`config.mk`:
```
export PLATFORM = sky130hd
export DESIGN_NAME = counter_module_flat
export DESIGN_NICKNAME = d
export VERILOG_FILES = /design/src/rtl/counter_module_if.sv /design/src/rtl/counter_module.sv /design/src/flat_wrapper.sv
export SDC_FILE = /design/constraint.sdc
export NUM_CORES = 1
export LEC_CHECK = 0
export CORE_UTILIZATION = 44
export DETAILED_ROUTE_END_ITERATION = 10
export HOLD_SLACK_MARGIN = 0.15
export PLACE_DENSITY = 0.77
export SLEW_MARGIN = 20
export SYNTH_ARGS = -nofsm -noshare
export SYNTH_HDL_FRONTEND = slang
export SYNTH_SLANG_ARGS = --single-unit
export TNS_END_PERCENT = 1
```
`constraint.sdc`:
```
create_clock -name clk -period 2.45 [get_ports clk]
set_input_delay 0.49 -clock clk [delete_from_list [all_inputs] [get_ports clk]]
set_output_delay 0.49 -clock clk [all_outputs]
set_load 0.02 [all_outputs]
```
`src/rtl/counter_module_if.sv`:
```
// Handshake bundle for counter_module: control inputs from the producer, count and status back to it.
// The master modport is the side that drives the controls; the counter itself uses the slave modport.
interface counter_module_if #(
  parameter int WIDTH = 32
) ();
  logic             enable;
  logic             clear;
  logic             load;
  logic [WIDTH-1:0] load_value;
  logic [WIDTH-1:0] counter;
  logic             max_flag;
  logic             wrap;

  modport master (
    output enable,
    output clear,
    output load,
    output load_value,
    input  counter,
    input  max_flag,
    input  wrap
  );

  modport slave (
    input  enable,
    input  clear,
    input  load,
    input  load_value,
    output counter,
    output max_flag,
    output wrap
  );
endinterface

```
`src/rtl/counter_module.sv`:
```
// Run-length event counter with clear > load > enable priority and a one-cycle wrap pulse.
// Define COUNTER_MODULE_SATURATE_EN to hold at all-ones on overflow instead of wrapping to zero.
module counter_module #(
  parameter int WIDTH = 32
) (
  input  logic            clk,
  input  logic            reset,
  counter_module_if.slave bus
);

  localparam logic [WIDTH-1:0] ALL_ONES = {WIDTH{1'b1}};
  localparam logic [WIDTH-1:0] ONE      = {{(WIDTH-1){1'b0}}, 1'b1};

  typedef enum logic [1:0] {
    OP_HOLD  = 2'd0,
    OP_INC   = 2'd1,
    OP_LOAD  = 2'd2,
    OP_CLEAR = 2'd3
  } op_e;

  op_e              op_s;
  logic [WIDTH-1:0] counter_d;
  logic [WIDTH-1:0] counter_q;
  logic             wrap_d;
  logic             wrap_q;
  logic             max_flag_d;
  logic             max_flag_q;

  function automatic logic is_all_ones(input logic [WIDTH-1:0] value);
    return (value == ALL_ONES);
  endfunction

  // Resolve the per-edge operation by priority.
  always_comb begin
    op_s = OP_HOLD;
    if (bus.clear) begin
      op_s = OP_CLEAR;
    end else if (bus.load) begin
      op_s = OP_LOAD;
    end else if (bus.enable) begin
      op_s = OP_INC;
    end else begin
      op_s = OP_HOLD;
    end
  end

  // Next count, overflow pulse and all-ones flag for the selected operation.
  always_comb begin
    counter_d = counter_q;
    wrap_d    = 1'b0;
    case (op_s)
      OP_CLEAR: counter_d = '0;
      OP_LOAD:  counter_d = bus.load_value;
      OP_INC: begin
        wrap_d = is_all_ones(counter_q);
`ifdef COUNTER_MODULE_SATURATE_EN
        if (is_all_ones(counter_q)) begin
          counter_d = counter_q;
        end else begin
          counter_d = counter_q + ONE;
        end
`else
        counter_d = counter_q + ONE;
`endif
      end
      OP_HOLD:  counter_d = counter_q;
      default:  counter_d = counter_q;
    endcase
    // Flag is decoded from the next value so it lines up with the registered count.
    max_flag_d = is_all_ones(counter_d);
  end

  // State registers; reset clears everything without waiting for a clock.
  always_ff @(posedge clk or negedge reset) begin
    if (!reset) begin
      counter_q  <= '0;
      wrap_q     <= 1'b0;
      max_flag_q <= 1'b0;
    end else begin
      counter_q  <= counter_d;
      wrap_q     <= wrap_d;
      max_flag_q <= max_flag_d;
    end
  end

  assign bus.counter  = counter_q;
  assign bus.wrap     = wrap_q;
  assign bus.max_flag = max_flag_q;

endmodule

```
`src/flat_wrapper.sv`:
```
// flat-port wrapper written by rule: the top's interface ports become plain ports
module counter_module_flat 
#(
  parameter int WIDTH = 32
)
  (clk, reset, bus_enable, bus_clear, bus_load, bus_load_value, bus_counter, bus_max_flag, bus_wrap);
  counter_module_if #(.WIDTH(WIDTH)) bus_i ();
  input  logic clk;
  input  logic reset;
  input wire logic [$bits(bus_i.enable)-1:0] bus_enable;
  input wire logic [$bits(bus_i.clear)-1:0] bus_clear;
  input wire logic [$bits(bus_i.load)-1:0] bus_load;
  input wire logic [$bits(bus_i.load_value)-1:0] bus_load_value;
  output wire logic [$bits(bus_i.counter)-1:0] bus_counter;
  output wire logic [$bits(bus_i.max_flag)-1:0] bus_max_flag;
  output wire logic [$bits(bus_i.wrap)-1:0] bus_wrap;
  assign bus_i.enable = bus_enable;
  assign bus_i.clear = bus_clear;
  assign bus_i.load = bus_load;
  assign bus_i.load_value = bus_load_value;
  assign bus_counter = bus_i.counter;
  assign bus_max_flag = bus_i.max_flag;
  assign bus_wrap = bus_i.wrap;
  counter_module #(.WIDTH(WIDTH)) u_core (.clk(clk), .reset(reset), .bus(bus_i));
endmodule
```
-- Word level (Yosys, flattened, before mapping)
Index checks and enable logic that the tools add are counted.
Widths: inputs -> output; s select.
- $add $sub $neg: 1
- eq/ne operators: 5
- mux-type cells: 5
- reduce and logical (&&, ||, !) cells: 1
- operators by type and width (kind ; number):
    $pmux 32 s4 ; 1
    $eq 32x32->1 const B ; 2
    $add 32x1->32 const B ; 1
    $eq 2x2->1 const B ; 2
    $mux 2 ; 2
    $eq 2x1->1 const B ; 1
    $logic_not 2->1 ; 1
    $mux 1 ; 2
- flip-flop bits (word level): 34
- bits of input ports: 37
- logic and storage cells: 15

-- Longest topological paths before layout
Gate-level depths: netlist of run 1.
- word-level depth: 6
- gate-level depth with buffers: 10

-- Least setup slack after synthesis of run 1
OpenSTA, ideal clock, no wires.
- kind: register -> register
- start point: register u_core.counter_q[0] (netlist: u_core.bus.counter[0])
- end point: register u_core.max_flag_q (netlist: u_core.bus.max_flag)
- arrival: 2352 ps
- setup slack: 3 ps
- stages on the path, launching flop included: 10
- cell sequence: dfrtp_1 ha_1 and2_1 clkbuf_1 nand4_1 or3_1 a311oi_1 nand4_1 nand4b_1 nor4_2
- longest elaborated chain between the ends: 3
- RTL lines (element ; RTL line ; text):
    from (decl) ; counter_module.sv:23 ; logic [WIDTH-1:0] counter_q;
    from (signal assigned) ; counter_module.sv:80 ; counter_q <= counter_d;
    $add 32x1->32 ; counter_module.sv:63 ; counter_d = counter_q + ONE;
    $pmux 32 s4 ; counter_module.sv:51 ; case (op_s)
    via u_core.counter_d[12] ; counter_module.sv:22 ; logic [WIDTH-1:0] counter_d;
    $eq 32x32->1 ; counter_module.sv:30 ; return (value == ALL_ONES);
    via u_core.max_flag_d ; counter_module.sv:26 ; logic max_flag_d;
    to (signal assigned) ; counter_module.sv:82 ; max_flag_q <= max_flag_d;
    to (decl) ; counter_module.sv:27 ; logic max_flag_q;
The timed path passes the listed nets, and every way through them passes these cells.

-- Worst setup path after layout of run 1
- start point: register u_core.counter_q[2] (netlist: u_core.bus.counter[2])
- end point: register u_core.max_flag_q (netlist: u_core.bus.max_flag)
- longest elaborated chain between the ends: 3
- RTL lines (element ; RTL line):
    $add 32x1->32 ; counter_module.sv:63
    $pmux 32 s4 (*) ; counter_module.sv:51
    $eq 32x32->1 (*) ; counter_module.sv:30
    via u_core.max_flag_d ; counter_module.sv:26
Mark *: on every way through the listed nets, which the timed path passes. The rest lies on a longest branch.

==> impl_metrics.yaml, run 1 <==
clock_network:
  numCtsBuffers: 5
  cts_tree: "done"
  htree_levels: 2
  cts_hold_buf: 0
  cts_root_buffer: "clkbuf_8"
  clkSlewWorstSetupHoldPaths_ns: 0.09
  clock_sinks: 34
  clkLatencyLatePin_ns: 0.30
  cts.path.max_buffers: 2
routing:
  routed_wirelength_mm: 9.20
  detailroute.via_count: 2870
  wire_length_the_detailed_router_placed_on_met1_mm: 3.68
  antenna_left: 0
  drt_pass1_iterations: 5
  met3_wirelength_um: 865
  routed-wl-met2_mm: 4.31
  drt-initial-drc-count: 299
  detail_route.wl_per_cell_um: 19.8
  routed.top_layer: "met4"
  drcViolationCount: 0
  route.detailed.vias_per_inst: 6.17
critical_path:
  critPathRequiredTime_ns: 2.66
  critical_path.startpoint_type: "register"
  regToRegEndpoint: "u_core.bus.max_flag$_DFF_PN0_"
  timing.critical_path.slowest_cell_delay_ns: 0.49
  crit_fanout: 8
  critPathKind: "reg2reg"
  r2r.worst_path.cells: 8
  worst_setup_end_kind: "register"
  worstReg2RegStart: "u_core.bus.counter[2]$_DFF_PN0_"
  wp_data_arrival_ns: 2.58
  crit_chain: "and4_4 > nand4_4 > buf_4 > or4_1 > nand3_1 > o211a_1 > nand4_1 > nor4_2"
  cpMaxStageDelayCell: "or4_1"
  r2r_slack_ns: 0.08
place:
  place.detailed.hpwl_mm: 6.41
  portBuffers: 70
  place_ws_ns: -0.730
  dpl.cell_count: 451
  gp_congestion: 0.914
sta:
  achievable-frequency_ghz: 0.422
  clock_skew_ns: 0.0168
  final_hold_viol_count: 0
  final.min_clock_period_ns: 2.37
  setup-violations-final: 0
  final_max_slew_viol_count: 0
  tightest_slew_ns: 0.473
  min_period_over_period: 0.966
  max_slew_margin: 0.682
  finalWorstSetupSlack_ns: 0.0822
logic_synthesis:
  ys_async_sr_fraction: 1.00
  synth_nets: 312
  synth_enable_flop_cells: 0
  synth.most_common_cell: "dfrtp_1"
  post_synthesis_instance_area_um2: 2520
  synth_cells: 274
  synth_sequential_area_ratio: 0.337
  yosysTopAreaCellShare: 0.337
  synthDistinctLibCells: 60
  synth-main-ff-cell: "dfrtp_1"
  synth.area.top_cells: "dfrtp_1 34%, nand4_1 4.5%, nor2_1 3.7%"
  netlist_top_cells_count: "34 x dfrtp_1, 25 x nor2_1, 22 x nand2_1"
  yosys_register_bits: 34
  per_instance_average_area_after_synthesis_um2: 9.20
  yosysTopAreaCell: "dfrtp_1"
  synth.yosys.warnings: 0
job:
  max-cap-violations: 0
power_and_ir_drop:
  internal_power_uw: 1150
  power.switching_uw: 491
  clockPowerShare: 0.333
  switching_part_of_the_total: 0.299
  power.total_uw: 1640
  power.combinational.fraction: 0.280
  sequentialPowerShare: 0.386
  power_density_over_cell_area_nw_per_um2: 425
  p_leak_uw: 0.00159
  ir_worst_vdd_mv: 0.279
grt:
  gr-usage-all-layers: 0.309
  vias_in_the_first_global_route: 2722
  number_of_antenna_violations_at_the_first_check_in_global_routing: 0
  grt.overflow.total: 0
  grt_pass1_wl_mm: 14.1
  maximum_number_of_pins_on_one_net_before_global_route_repair: 35
floorplanning:
  core_um2: 5510
  start_util: 0.458
  die_w_um: 77.7
  floorplan.die.height_um: 77.7
  die_area_um2: 6040
  row_count: 27
  io_pins: 71
cells_and_area:
  instances_no_fill: 465
  fill_cells: 410
  finish.utilization: 0.703
  fin_nets: 431
  areaGrowthSynthToFinish_pct: 53.4
  diode_insertion_count_for_antenna_repair: 0
  post_route_cells_drive_above_1_share: 0.270
hold_path:
  holdCritPathClass: "in2async"
run_status:
  run_status: "finished clean"
per-layer routing:
metal	vias up	GRT usage
met4	0	0.149
met1	1350	0.404
met3	43	0.0647
met5	-	0
li1	1284	-
met2	193	0.484
power groups by stage:
stage | clock, µW | combinational, µW | sequential (µW)
final | 547 | 461 | 635
after global routing | 568 | 485 | 638
after CTS | 543 | 444 | 630
after detailed placement | 0 | 429 | 640
after global placement | 0 | 421 | 638
after floorplan | 0 | 142 | 686
worst max-delay path, delay by kind of cell (launching register included):
family / cells / cell delay, ns
and+or+nand+nor: 6 / 1.47
DFF: 1 / 0.43
buffers and inverters: 1 / 0.18
AOI/OAI and AO/OA: 1 / 0.19
cell usage in the layout, fill, tap and decap left out, drive strengths merged, types with 4 or more instances in the layout:
master	synthesis	final
clkdlybuf4s50	0	69
buf	8	62
dfrtp	34	34
nor2	25	25
nand2	22	22
nand4	21	21
nand3	15	15
o21ai	10	10
xnor2	9	9
nor4	9	9
a21oi	8	8
o31ai	8	8
and3	8	8
inv	7	7
xor2	7	7
and4	7	7
or4	7	7
a311oi	7	7
o21a	6	6
clkbuf	11	6
o31a	6	6
a211oi	5	5
nor3	4	4
and2	4	4
timing repair:
item,CTS,global route
gates resized for setup,16,11
endpoints found under the setup margin,1,1
setup buffers,1,6
pin swaps,5,4
cell type report:
class | count | area, µm² | share of cell area
clock inverter | 1 | 30.0 | 0.00776
multi-input combinational | 212 | 1580 | 0.407
clock buffer | 6 | 82.6 | 0.0213
timing repair buffer | 132 | 1190 | 0.309
inverter | 8 | 43.8 | 0.0113
tap | 72 | 90.1 | 0.0233
sequential | 34 | 853 | 0.221
how the worst max path moves through the flow:
stage | cells after the start | from | end | slack (ns)
after floorplan | 9 | u_core.bus.counter[0]$_DFF_PN0_ | u_core.bus.max_flag$_DFF_PN0_ | 0.003
final | 8 | u_core.bus.counter[2]$_DFF_PN0_ | u_core.bus.max_flag$_DFF_PN0_ | 0.08
after global routing | 9 | bus_enable | u_core.bus.max_flag$_DFF_PN0_ | -0.004
after global placement | 9 | bus_enable | u_core.bus.max_flag$_DFF_PN0_ | -0.58
after detailed placement | 9 | bus_enable | u_core.bus.max_flag$_DFF_PN0_ | -0.73
after CTS | 7 | u_core.bus.counter[2]$_DFF_PN0_ | u_core.bus.max_flag$_DFF_PN0_ | 0.03
kinds of logic after synthesis:
| group | after synthesis | synth area share |
|---|---|---|
| and+or+nand+nor | 133 | 0.320 |
| AOI/OAI and AO/OA | 59 | 0.181 |
| DFF | 34 | 0.337 |
| buffers and inverters | 28 | 0.0888 |
| xor gates and xnor gates | 16 | 0.0556 |
| muxes | 3 | 0.0124 |
| adders and majority gates | 1 | 0.00496 |
state kept, by name (all words and copies together), names as in the netlist:
register,flops
u_core.bus.counter,32
u_core.bus.max_flag,1
u_core.bus.wrap,1
through the flow:
step / hold slack, ns / area, µm² / setup TNS (ns)
finish: 0.603 / 3870 / 0
global placement: 0.653 / 3570 / -0.769
floorplan: 0.194 / 2520 / 0
detailed placement: 0.634 / 3570 / -0.959
global route: 0.668 / 3870 / -0.00444
CTS: 0.632 / 3760 / 0
(Power assumes the default switching activity.)
==> run 2, diff against run 1 <==
--- a/config.mk
+++ b/config.mk
@@ -8,7 +8,7 @@
 export CORE_UTILIZATION = 44
 export DETAILED_ROUTE_END_ITERATION = 10
 export HOLD_SLACK_MARGIN = 0.15
-export PLACE_DENSITY = 0.77
+export PLACE_DENSITY = 0.75
 export SLEW_MARGIN = 20
 export SYNTH_ARGS = -nofsm -noshare
 export SYNTH_HDL_FRONTEND = slang
==> impl_metrics.yaml, run 2 (synthesized netlist as in run 1, its figures left out) <==
critical_path:
  critical_path.startpoint_type: "register"
  r2r_slack_ns: -0.05
  crit_fanout: 6
  worst_setup_end_kind: "register"
  crit_path_end: "u_core.bus.max_flag$_DFF_PN0_"
  wp_data_arrival_ns: 2.70
  worstReg2RegStart: "u_core.bus.counter[0]$_DFF_PN0_"
  regToRegEndpoint: "u_core.bus.max_flag$_DFF_PN0_"
  r2r.worst_path.cells: 8
  cpMaxStageDelayCell: "dfrtp_1"
  crit_start: "u_core.bus.counter[0]$_DFF_PN0_"
  crit_chain: "ha_4 > nand4_1 > nor4_4 > nand3b_1 > a311oi_2 > and4_4 > nand4b_1 > nor4_2"
  critPathRequiredTime_ns: 2.65
  timing.critical_path.slowest_cell_delay_ns: 0.41
  critPathKind: "reg2reg"
clock_network:
  cts.path.max_buffers: 2
  numCtsBuffers: 5
  clkSlewWorstSetupHoldPaths_ns: 0.08
  htree_levels: 2
  cts_root_buffer: "clkbuf_8"
  clkLatencyLatePin_ns: 0.30
  cts_tree: "done"
  clock_sinks: 34
cells_and_area:
  areaGrowthSynthToFinish_pct: 62.9
  fin_nets: 461
  flip_flop_count_of_the_largest_register_after_layout: 32
  post_route_cells_drive_above_1_share: 0.356
  instances_no_fill: 496
  most-common-layout-cells: "91 x buf_4, 69 x clkdlybuf4s50_1, 27 x dfrtp_1"
  final_common_cell: "buf_4"
  diode_insertion_count_for_antenna_repair: 0
sta:
  final.min_clock_period_ns: 2.50
  finalWorstSetupSlack_ns: -0.0471
  setup-violations-final: 1
  final_max_slew_viol_count: 0
  max_slew_margin: 0.692
  min_period_over_period: 1.02
  fin_setup_tns_ns: -0.0471
  tightest_slew_ns: 0.458
  clock_skew_ns: 0.00685
  final_hold_viol_count: 0
  achievable-frequency_ghz: 0.400
  rsz_0062_raised_after_global_routing: "yes"
floorplanning:
  row_count: 27
  io_pins: 71
  die_area_um2: 6040
  die_w_um: 77.7
  start_util: 0.458
  floorplan.die.height_um: 77.7
  core_um2: 5510
power_and_ir_drop:
  power.total_uw: 1590
  ir_worst_vdd_mv: 0.266
  switching_part_of_the_total: 0.323
  clockPowerShare: 0.290
  power.switching_uw: 512
  p_leak_uw: 0.00173
  power.combinational.fraction: 0.307
  internal_power_uw: 1070
  sequentialPowerShare: 0.404
  power_density_over_cell_area_nw_per_um2: 386
routing:
  route.detailed.vias_per_inst: 6.12
  antenna_left: 0
  drt-initial-drc-count: 317
  drcViolationCount: 0
  detail_route.wl_per_cell_um: 19.7
  routed_wirelength_mm: 9.78
  detailroute.via_count: 3034
  drt_pass1_iterations: 6
hold_path:
  holdCritPathClass: "in2async"
place:
  gp_congestion: 0.977
  place_ws_ns: -0.617
  dpl.cell_count: 456
  portBuffers: 70
  place.detailed.hpwl_mm: 6.49
grt:
  vias_in_the_first_global_route: 2829
  maximum_number_of_pins_on_one_net_before_global_route_repair: 35
  gr-usage-all-layers: 0.308
  number_of_antenna_violations_at_the_first_check_in_global_routing: 0
  grt.overflow.total: 0
  grt_pass1_wl_mm: 14.2
run_status:
  run_status: "finished with violations"
  violated_checks: "setup timing"
job:
  max-cap-violations: 0
## run 2: how the worst min path moves through the flow
stage / startpoint / endpoint / slack (ns)
after global placement: u_core.bus.counter[26]$_DFF_PN0_ / u_core.bus.counter[26]$_DFF_PN0_ / 0.65
after detailed placement: u_core.bus.counter[26]$_DFF_PN0_ / u_core.bus.counter[26]$_DFF_PN0_ / 0.67
after floorplan: reset / u_core.bus.counter[0]$_DFF_PN0_ / 0.19
after global routing: reset / u_core.bus.counter[28]$_DFF_PN0_ / 0.66
final: reset / u_core.bus.counter[28]$_DFF_PN0_ / 0.61
after CTS: reset / u_core.bus.counter[30]$_DFF_PN0_ / 0.63
## run 2: critical path, delay by kind of cell (launching register included)
kind / cells / cell delay (ns)
AO/OA/AOI/OAI: 1 / 0.35
flip-flops: 1 / 0.41
adder cells (fa/ha/maj): 1 / 0.20
AND/OR/NAND/NOR: 6 / 1.44
## run 2: layout make-up
cell class,count,area [µm²]
flip-flops and latches,34,860
multi-input cells,212,1620
repair buffers,162,1400
well taps,72,90.1
clock inverters,2,12.5
inverters,8,43.8
fillers,367,1400
clock buffers,6,82.6
## run 2: stage by stage
stage | hold slack, ns | area (µm²) | util
6_report | 0.607 | 4110 | 0.746
5_1_grt | 0.658 | 4110 | 0.746
4_1_cts | 0.633 | 3800 | 0.689
3_5_place_dp | 0.667 | 3590 | 0.653
3_3_place_gp | 0.655 | 3590 | 0.653
2_1_floorplan | 0.194 | 2520 | -
## run 2: metal layers
layer  track usage  vias to the layer above  routed length [µm]
li1              -                     1340                   -
met1         0.397                     1468                4020
met2         0.492                      193                4650
met3        0.0565                       33                 791
met4         0.160                        0                 310
met5             0                        -                   0
## run 2: timing repair
action / 4_1_cts / 5_1_grt
hold endpoints to repair: 0 / 0
pin swaps: 2 / 20
gates resized for setup: 15 / 28
buffers inserted: 5 / 27
setup endpoints to repair: 1 / 1
hold buffers: 0 / 0
## run 2: power by group through the flow
stage / clock, µW / sequential, µW / combinational (µW)
after global routing: 477 / 642 / 514
final: 460 / 640 / 486
after detailed placement: 0 / 644 / 421
after floorplan: 0 / 686 / 142
after CTS: 456 / 634 / 442
after global placement: 0 / 643 / 415
==> run 3, diff against run 2 <==
--- a/config.mk
+++ b/config.mk
@@ -9,6 +9,7 @@
 export DETAILED_ROUTE_END_ITERATION = 10
 export HOLD_SLACK_MARGIN = 0.15
 export PLACE_DENSITY = 0.75
+export SKIP_LAST_GASP = 1
 export SLEW_MARGIN = 20
 export SYNTH_ARGS = -nofsm -noshare
 export SYNTH_HDL_FRONTEND = slang
==> results of run 3 <==
Final layout, timing and power as in run 2 (identical DEF).
